==> config.mk <==
export PLATFORM = sky130hd
export DESIGN_NAME = ft_wb_master
export DESIGN_NICKNAME = d
export VERILOG_FILES = /design/src/rtl/ft_wb_master_pkg.sv /design/src/rtl/ft_wb_master_wb_single_cycle.sv /design/src/rtl/ft_wb_master.sv
export SDC_FILE = /design/constraint.sdc
export NUM_CORES = 1
export LEC_CHECK = 0
export ABC_AREA = 1
export BUFFER_PORTS_ARGS = -buffer_cell sky130_fd_sc_hd__buf_4
export CAP_MARGIN = 20
export CORE_MARGIN = 4
export CORE_UTILIZATION = 52
export DETAILED_ROUTE_END_ITERATION = 10
export GPL_TIMING_DRIVEN = 1
export MAX_ROUTING_LAYER = met4
export PLACE_DENSITY_LB_ADDON = 0.12
export SYNTH_ARGS = -nofsm -noshare
export SYNTH_HDL_FRONTEND = slang
export SYNTH_SLANG_ARGS = --single-unit
==> constraint.sdc <==
create_clock -name clk -period 2.55 [get_ports clk]
set_clock_uncertainty 0.05 [all_clocks]
set_input_delay 0.255 -clock clk [delete_from_list [all_inputs] [get_ports clk]]
set_output_delay 0.255 -clock clk [all_outputs]
set_load 0.02 [all_outputs]
==> src/rtl/ft_wb_master_pkg.sv <==
// ft_wb_master_pkg: shared definitions for the FT245 command executor.
//   CMD_*          host packet command codes (in_command[3:0])
//   STATUS_ERR_BIT bit of the response status word carrying the sticky bus error
//   state_t        executor FSM states
//   status_word()  builds the response status word {27'h0, err, ~cmd}
package ft_wb_master_pkg;

  localparam logic [3:0] CMD_PING  = 4'd0;
  localparam logic [3:0] CMD_WRITE = 4'd1;
  localparam logic [3:0] CMD_READ  = 4'd2;

  localparam int unsigned STATUS_ERR_BIT = 4;

  typedef enum logic [2:0] {
    ST_IDLE,
    ST_WR_BUS,
    ST_WR_WAIT,
    ST_RD_BUS,
    ST_RD_SEND,
    ST_RESP
  } state_t;

  function automatic logic [31:0] status_word(input logic [3:0] cmd, input logic err);
    logic [31:0] s;
    s                 = '0;
    s[3:0]            = ~cmd;
    s[STATUS_ERR_BIT] = err;
    return s;
  endfunction

endpackage

==> src/rtl/ft_wb_master_wb_single_cycle.sv <==
// wb_single_cycle: runs one Wishbone classic single cycle.
//   start/start_we  1-cycle request; cyc/stb/we rise on the following edge
//   ack/dat_i       slave acknowledge and read data
//   cyc/stb/we/sel  registered bus controls (sel fixed to all byte lanes)
//   done            ack seen while the cycle is open (combinational)
//   rdata           dat_i qualified by done, 0 otherwise
//   timeout         ack wait limit reached (only with FT_WB_TIMEOUT_EN defined)
// Macro FT_WB_TIMEOUT_EN enables the TIMEOUT_CYCLES ack wait counter; without it
// a missing ack keeps the cycle open indefinitely.
module wb_single_cycle #(
  parameter int unsigned TIMEOUT_CYCLES = 1024
) (
  input  logic        clk,
  input  logic        rst_n,
  input  logic        start,
  input  logic        start_we,
  input  logic        ack,
  input  logic [31:0] dat_i,
  output logic        cyc,
  output logic        stb,
  output logic        we,
  output logic [3:0]  sel,
  output logic        done,
  output logic        timeout,
  output logic [31:0] rdata
);

`ifdef FT_WB_TIMEOUT_EN
  localparam bit TIMEOUT_EN = 1'b1;
`else
  localparam bit TIMEOUT_EN = 1'b0;
`endif

  logic [31:0] wait_cnt;

  assign sel     = '1;
  assign done    = cyc & ack;
  assign rdata   = done ? dat_i : '0;
  // wait_cnt counts completed ack-less cycles, so the cycle stays open for
  // exactly TIMEOUT_CYCLES clocks before being abandoned.
  assign timeout = TIMEOUT_EN && cyc && !ack && (wait_cnt == TIMEOUT_CYCLES - 1);

  always_ff @(posedge clk or negedge rst_n) begin
    if (!rst_n) begin
      cyc      <= 1'b0;
      stb      <= 1'b0;
      we       <= 1'b0;
      wait_cnt <= '0;
    end else if (start) begin
      cyc      <= 1'b1;
      stb      <= 1'b1;
      we       <= start_we;
      wait_cnt <= '0;
    end else if (done || timeout) begin
      cyc <= 1'b0;
      stb <= 1'b0;
      we  <= 1'b0;
    end else if (TIMEOUT_EN && cyc) begin
      wait_cnt <= wait_cnt + 32'd1;
    end
  end

endmodule

==> src/rtl/ft_wb_master.sv <==
// ft_wb_master: executes parsed FT245 host packets (ping / write / read) as
// Wishbone classic single cycles and returns response beats to the host side.
//   master_ready  high in IDLE/WR_WAIT: an ih_ready pulse will be taken
//   ih_ready      1-cycle pulse qualifying in_command/in_address/in_data_count/in_data
//   oh_ready      host side can take a response beat
//   oh_en         1-cycle pulse qualifying out_status/out_address/out_data_count/out_data
//   wb_*          Wishbone classic master port (sel always 4'hF)
// Parameters: ADDR_INC address step per word; TIMEOUT_CYCLES ack wait limit.
// Macro FT_WB_TIMEOUT_EN enables the ack timeout and sticky err (status bit 4).
module ft_wb_master
  import ft_wb_master_pkg::*;
#(
  parameter int unsigned ADDR_INC       = 1,
  parameter int unsigned TIMEOUT_CYCLES = 1024
) (
  input  logic        clk,
  input  logic        rst_n,
  output logic        master_ready,
  input  logic        ih_ready,
  input  logic [31:0] in_command,
  input  logic [31:0] in_address,
  input  logic [27:0] in_data_count,
  input  logic [31:0] in_data,
  input  logic        oh_ready,
  output logic        oh_en,
  output logic [31:0] out_status,
  output logic [31:0] out_address,
  output logic [27:0] out_data_count,
  output logic [31:0] out_data,
  output logic [31:0] wb_adr_o,
  output logic [31:0] wb_dat_o,
  input  logic [31:0] wb_dat_i,
  output logic        wb_we_o,
  output logic        wb_stb_o,
  output logic        wb_cyc_o,
  output logic [3:0]  wb_sel_o,
  input  logic        wb_ack_i
);

  state_t      state, next_state;
  logic [3:0]  cmd;
  logic [31:0] addr, start_addr, data;
  logic [27:0] count, remaining;
  logic        err;

  logic        start, start_we, done, timeout, cyc, bus_end;
  logic [31:0] rdata;
  logic        unused_cmd_bits;

  assign unused_cmd_bits = ^in_command[31:4];

  wb_single_cycle #(
    .TIMEOUT_CYCLES(TIMEOUT_CYCLES)
  ) u_cycle (
    .clk      (clk),
    .rst_n    (rst_n),
    .start    (start),
    .start_we (start_we),
    .ack      (wb_ack_i),
    .dat_i    (wb_dat_i),
    .cyc      (cyc),
    .stb      (wb_stb_o),
    .we       (wb_we_o),
    .sel      (wb_sel_o),
    .done     (done),
    .timeout  (timeout),
    .rdata    (rdata)
  );

  assign wb_cyc_o = cyc;
  assign wb_adr_o = addr;
  assign wb_dat_o = data;

  // After a timeout err is sticky and no further cycle is started, so a bus
  // state with cyc low completes immediately (skipped word).
  assign bus_end  = done | timeout | (err & ~cyc);
  assign start_we = (next_state == ST_WR_BUS);

  always_comb begin
    next_state = state;
    start      = 1'b0;
    unique case (state)
      ST_IDLE: begin
        if (ih_ready) begin
          case (in_command[3:0])
            CMD_PING:  next_state = ST_RESP;
            CMD_WRITE: begin next_state = ST_WR_BUS; start = 1'b1; end
            CMD_READ:  begin next_state = ST_RD_BUS; start = 1'b1; end
            default:   next_state = ST_IDLE;
          endcase
        end
      end
      ST_WR_BUS: begin
        if (bus_end) next_state = (remaining == '0) ? ST_RESP : ST_WR_WAIT;
      end
      ST_WR_WAIT: begin
        if (ih_ready) begin
          next_state = ST_WR_BUS;
          start      = ~err;
        end
      end
      ST_RD_BUS: begin
        if (bus_end) next_state = ST_RD_SEND;
      end
      ST_RD_SEND: begin
        if (oh_ready) begin
          if (remaining == '0) begin
            next_state = ST_IDLE;
          end else begin
            next_state = ST_RD_BUS;
            start      = ~err;
          end
        end
      end
      ST_RESP: begin
        if (oh_ready) next_state = ST_IDLE;
      end
    endcase
  end

  always_ff @(posedge clk or negedge rst_n) begin
    if (!rst_n) begin
      state          <= ST_IDLE;
      master_ready   <= 1'b1;
      oh_en          <= 1'b0;
      out_status     <= '0;
      out_address    <= '0;
      out_data_count <= '0;
      out_data       <= '0;
      cmd            <= '0;
      addr           <= '0;
      start_addr     <= '0;
      data           <= '0;
      count          <= '0;
      remaining      <= '0;
      err            <= 1'b0;
    end else begin
      state        <= next_state;
      master_ready <= (next_state == ST_IDLE) || (next_state == ST_WR_WAIT);
      oh_en        <= 1'b0;
      if (timeout) err <= 1'b1;
      unique case (state)
        ST_IDLE: begin
          if (ih_ready) begin
            cmd        <= in_command[3:0];
            addr       <= in_address;
            start_addr <= in_address;
            count      <= in_data_count;
            remaining  <= in_data_count;
            data       <= in_data;
            err        <= 1'b0;
          end
        end
        ST_WR_BUS: begin
          if (bus_end) begin
            addr <= addr + ADDR_INC;
            if (remaining != '0) remaining <= remaining - 28'd1;
          end
        end
        ST_WR_WAIT: begin
          if (ih_ready) data <= in_data;
        end
        ST_RD_BUS: begin
          if (bus_end) out_data <= rdata;
        end
        ST_RD_SEND: begin
          if (oh_ready) begin
            oh_en          <= 1'b1;
            out_status     <= status_word(cmd, err);
            out_address    <= start_addr;
            out_data_count <= count;
            if (remaining != '0) begin
              remaining <= remaining - 28'd1;
              addr      <= addr + ADDR_INC;
            end
          end
        end
        ST_RESP: begin
          if (oh_ready) begin
            oh_en          <= 1'b1;
            out_status     <= status_word(cmd, err);
            out_address    <= (cmd == CMD_PING) ? '0 : start_addr;
            out_data_count <= '0;
            out_data       <= '0;
          end
        end
      endcase
    end
  end

endmodule
==> After elaboration in Yosys (flattened, before gate mapping) <==
Index checks and enable logic that the tools add are counted.
{ "word_totals": {"register_bits": 259, "input_bits": 161, "elab_cells": 96} }
{ "classes": {"add_sub_neg": 2, "eq_ne": 15, "muxes": 41, "n_bitwise": 2, "n_reduce_logical": 21} }
{ "op_table": {"columns": ["operator", "count"], "rows": [
  ["$mux W32", 9],
  ["$mux W28", 6],
  ["$pmux W32 S2", 2],
  ["$pmux W32 S3", 1],
  ["$pmux W28 S3", 1],
  ["$pmux W28 S2", 1],
  ["$add A32 B1 Y32 const B", 1],
  ["$logic_not A28 Y1", 1],
  ["$reduce_bool A28 Y1", 1],
  ["$sub A28 B1 Y28 const B", 1],
  ["$mux W3", 7],
  ["$pmux W3 S6", 1],
  ["$ne A2 B2 Y1 const B", 6],
  ["$mux W1", 10],
  ["$eq A3 B2 Y1 const B", 3],
  ["$pmux W3 S3", 1],
  ["$logic_not A4 Y1", 2],
  ["$eq A3 B1 Y1 const B", 2],
  ["$eq A3 B3 Y1 const B", 2],
  ["$logic_not A3 Y1", 2],
  ["$reduce_and A2 Y1", 3],
  ["$reduce_and A3 Y1", 2],
  ["$reduce_bool A2 Y1", 3],
  ["$reduce_or A2 Y1", 3],
  ["10 further kinds", 10]
]} }

==> Longest topological paths before layout <==
{ "logic_depth": {"ltp_word": 6, "mapped_depth": 12, "ltp_nobuf": 11} }

==> By module <==
Synthesis repeated with hierarchy kept, for this count alone.
{ "unflattened": {"hier_cells": 1579, "hier_area_um2": 13067.5} }
{ "by_module_without_submodules": {"columns": ["module", "instances", "cells_each", "area_per_inst_um2"], "rows": [
  ["ft_wb_master", 1, 1494, 12655.9],
  ["wb_single_cycle", 1, 85, 411.6]
]} }

==> Worst setup path before layout <==
OpenSTA, ideal clock, no wires.
{ "synth_timing": {"path_type": "register to register", "startpoint": "register remaining[0]", "endpoint": "register remaining[10]", "setup_ns": 0.123, "arrival_ns": 1.696, "required_ns": 2.377, "slack_ns": 0.681, "stages_incl_launch_ff": 13, "period_less_slack_ns": 1.869, "cell_sequence": "dfrtp_1 -> inv_1 -> ha_1 -> nand2_1 -> nor2_1 -> nand2_1 -> nor2_2 -> nand2_1 -> nand2_2 -> buf_4 -> nor2_1 -> o21ai_0 -> nand2_1"} }
{ "synth_between": {"elab_chain_cells": 4, "elab_cells_between_ends": 6, "cone_classes": "add/sub: 1; mux: 4; reduce/logical: 1"} }
{ "synth_lines": {"columns": ["item", "line_no", "rtl"], "rows": [
  ["start, declared", "ft_wb_master.sv:43", "logic [27:0] count, remaining;"],
  ["start signal, assigned", "ft_wb_master.sv:149", "remaining <= in_data_count;"],
  ["start signal, assigned", "ft_wb_master.sv:157", "if (remaining != '0) remaining <= remaining - 28'd1;"],
  ["start signal, assigned", "ft_wb_master.sv:173", "remaining <= remaining - 28'd1;"],
  ["$sub A28 B1 Y28 or $reduce_bool A28 Y1 (tied branches)", "ft_wb_master.sv:157, ft_wb_master.sv:173, ft_wb_master.sv:172", null],
  ["$mux W28 *", "ft_wb_master.sv:157, ft_wb_master.sv:172", null],
  ["$mux W28 (on tied branches)", "ft_wb_master.sv:167, ft_wb_master.sv:155", null],
  ["$pmux W28 S3 *", "ft_wb_master.sv:142", "unique case (state)"]
]} }
Mark *: on every way between the ends. The rest lies on a longest branch, timed or not. The select of a mux whose other input is x is not followed.
A chain may end at the register's enable or synchronous reset.

==> Worst setup path in the final report <==
{ "layout_timing": {"startpoint": "register state[2]", "endpoint": "register out_data[26]"} }
{ "layout_between": {"elab_chain_cells": 3, "elab_cells_between_ends": 7, "cone_classes": "eq/ne: 4; mux: 1; reduce/logical: 2"} }
{ "layout_lines": {"columns": ["item", "line_no", "rtl"], "rows": [
  ["start, declared", "ft_wb_master.sv:40", "state_t state, next_state;"],
  ["start signal, assigned", "ft_wb_master.sv:138", "state <= next_state;"],
  ["$eq A3 B2 Y1 or $eq A3 B3 Y1 (tied branches)", "ft_wb_master.sv:142", null],
  ["$ne A2 B2 Y1 (no line) or $reduce_bool A2 Y1 (tied branches)", null, null],
  ["$reduce_and A3 Y1 (no line)", null, null],
  ["end signal, assigned", "ft_wb_master.sv:164", "if (bus_end) out_data <= rdata;"],
  ["end, declared", "ft_wb_master.sv:29", "output logic [31:0] out_data,"]
]} }
Parallel ways exist; a longest one is shown, timed or not.

==> results.toml <==
[run_status]
outcome = "finished clean"

[drt]
drc = 0
routedWlPerCell_um = 16.3
avgViaCountPerCell = 5.08
num_vias = 11900
drt-initial-drc-count = 898
postRouteAntennaNets = 0
routed_wl_um = 38200
first_pass_iters = 5

[cells_and_area]
final-seq-area_um2 = 6480
final_nets = 2173
fillers = 1761
fin_util_pct = 72.3
multi_input_area_um2 = 4890
final_cells = 2347
drive_gt1_share_pct = 19.3
antenna_cells = 0
syn_to_final_growth_pct = 36.8

[clocking]
clkSinkCount = 259
ctsHoldBuffers = 129
numCtsBuffers = 27
htreeDepth = 1
path_clk_slew_ns = 0.06
clockRootBuffer = "clkbuf_16"
ctsResizeCount = 0
clock_path_buffers = 3
cts_setup_buffers = 0
clock_latency_ns = 0.53
cts_tree = "yes"

[synth]
synth-simple-area-share_pct = 27.4
yosysTopAreaCellShare_pct = 52.0
synth_edf_count = 0
synth-compound-area-share_pct = 9.79
synthMuxAreaShare_pct = 0.0807
ys_ff_latch = 259
synth_area_per_cell_um2 = 7.76
synthArstFlopShare_pct = 100
yosysUniqueCellTypes = 40
ys_warn_count = 0
synth_top_area_cell = "dfrtp_1"
synth_top_family_by_area = "simple AND/OR/NAND/NOR gates"
dominantRegCellSynth = "dfrtp_1"
synth-xor-area-share_pct = 0.989
yosysSeqAreaShare_pct = 52.3
netlist_instances = 1598
synthTopCellsByArea = "dfrtp_1 52%, nand2_1 17%, o21ai_0 7.9%, nor2_1 4.6%, inv_1 4.4%"
synthAdderAreaFrac_pct = 0.202
synth_area_um2 = 12400

[placement]
place_hpwl_um = 25100
placed_cells = 2171
place.gp.congestion = 0.966
portBuffers = 297

[sta]
rsz0062_at_grt = "no"
slew_violations = 0
finalSetupViolCount = 0
fin_crit_sh_pct = 90.1
slew_headroom_pct = 37.3
hold_viol_final = 0
worstMarginPinSlew_ns = 0.941
fmax_ghz = 0.435
min_period_ns = 2.30
hold_slack_ns = 0.0805
setup_tns_ns = 0

[floorplan]
rows = 56
io_pins = 358
die-area_um2 = 26400
core_um2 = 23500
fp.dieH_um = 162
chipWidth_um = 162
initial_core_util_pct = 52.8

[critical_path]
startpoint_type = "register"
end_kind = "register"
reg2reg_depth = 4
worstSetupPathType = "reg -> reg"
slowest_stage = "o21a_1"
path_max_fanout = 32
crit_buf_inv = 1
worstPathArrival_ns = 2.59
cp_top_family = "compound AO/OA/AOI/OAI gates"
reg2reg_from = "state[2]"
r2r_slack_ns = 0.25
rr_endpoint = "out_data[26]"
path_cells = "clkinv_2 > nor2_1 > o21a_1 > o21ai_0"
cp_slowest_stage_delay_ns = 0.80
required_ns = 2.84

[pwr]
finalPower_uw = 21700
leakagePower_uw = 0.00857
powerDensity_nw_per_um2 = 1280
irDropWorstVdd_uv = 738

[global_route]
grt_max_degree = 77
overflow = 0
grt_usage_pct = 29.4
grt_pass1_wl_um = 61500
grt_pass1_vias = 12000
antenna_found_initial = 0

[min_path]
holdPathStages = 4
holdPathEnd = "state[2]"
worstHoldStart = "ih_ready"
hold_path_class = "in -> reg"

[job]
cap_violations = 0
==> Yosys cell counts, drive strengths merged, types with 4 or more instances <==
| cell | n |
|---|---|
| clkbuf | 30 |
| a21oi | 8 |
| inv | 153 |
| o21ai | 214 |
| a31oi | 4 |
| nand3 | 76 |
| nand4 | 7 |
| buf | 64 |
| nor2 | 156 |
| dfrtp | 258 |
| or2 | 10 |
| xor2 | 8 |
| nand2 | 571 |
| o211ai | 5 |
| xnor2 | 6 |
| nand3b | 12 |
==> kinds of logic after synthesis <==
family / after synthesis
simple gates: 836
flops: 259
buf+inv: 249
compound gates: 235
xor+xnor: 14
fa+ha+maj: 2
other cells: 2
mux: 1
==> metrics by stage <==
step	instance area [µm²]	setup slack (ns)
after global routing	17000	0.0424
after global placement	14800	0.434
after CTS	17000	0.329
after detailed placement	14800	0.343
final	17000	0.252
after floorplan	12500	0.681
==> sequential cells by signal, summed over array words and instances, names as in the netlist, 28 cells and up <==
name and count:
remaining 28, count 28, wb_dat_o 32, start_addr 32
wb_adr_o 32, out_address 32, out_data 32, out_data_count 28
==> worst max path at each step <==
stage | startpoint | to | slack (ns) | cells past startpoint
3_3_place_gp | state[2] | out_data[5] | 0.43 | 4
6_report | state[2] | out_data[26] | 0.25 | 4
3_5_place_dp | state[2] | out_data[3] | 0.34 | 4
5_1_grt | state[2] | out_data[29] | 0.04 | 4
2_1_floorplan | remaining[0] | remaining[10] | 0.68 | 12
4_1_cts | state[2] | out_data[3] | 0.33 | 4
==> cell type report <==
type,count,share of cell area [%]
Timing Repair Buffer,447,22.0
Clock buffer,37,4.56
Tap cell,319,2.35
Inverter,155,3.46
Multi-Input combinational cell,1120,28.8
Clock inverter,10,0.627
Sequential cell,259,38.2
==> layout by cell type (no fill, tap or decap), types with 2 or more instances in the layout <==
master | netlist | layout
a21oi_1 | 7 | 7
inv_1 | 147 | 147
conb_1 | 2 | 32
clkinv_2 | 2 | 8
xnor2_1 | 6 | 6
nor2_4 | 2 | 2
nand2_1 | 569 | 569
o21ai_0 | 197 | 197
nand3b_1 | 12 | 12
buf_12 | 0 | 4
a31oi_1 | 4 | 4
dfrtp_1 | 258 | 258
dlygate4sd3_1 | 0 | 129
buf_4 | 34 | 313
nor2_2 | 2 | 2
or2_2 | 10 | 10
xor2_1 | 8 | 8
nand2_2 | 2 | 2
inv_2 | 5 | 5
bufinv_16 | 0 | 2
clkbuf_1 | 30 | 4
nand4_1 | 7 | 7
o21ai_1 | 17 | 17
nor2_1 | 152 | 152
nand3_1 | 74 | 74
ha_1 | 2 | 2
clkbuf_16 | 0 | 27
o211ai_1 | 5 | 5
a21boi_0 | 2 | 2
clkbuf_8 | 0 | 6
==> worst min-delay path, stage by stage <==
cell and delay, ns:
buf_4 0.14, o21ai_0 0.07, nand2_1 0.06, nand3_1 0.09
==> per-layer routing <==
layer | global-route usage [%] | vias to the layer above | part of all wire (%)
li1 | - | 5749 | -
met1 | 38.9 | 5613 | 43
met2 | 47.5 | 479 | 47
met3 | 4.96 | 80 | 7.2
met4 | 8.19 | 0 | 3.0
met5 | - | - | 0
==> power by group <==
part,leakage [µW],internal (µW),switching (µW)
logic,0.00487,3810,6520
clock network,0.000437,2310,1620
registers,0.00327,6090,1400
Note: power is estimated with default switching activity, not from simulation.
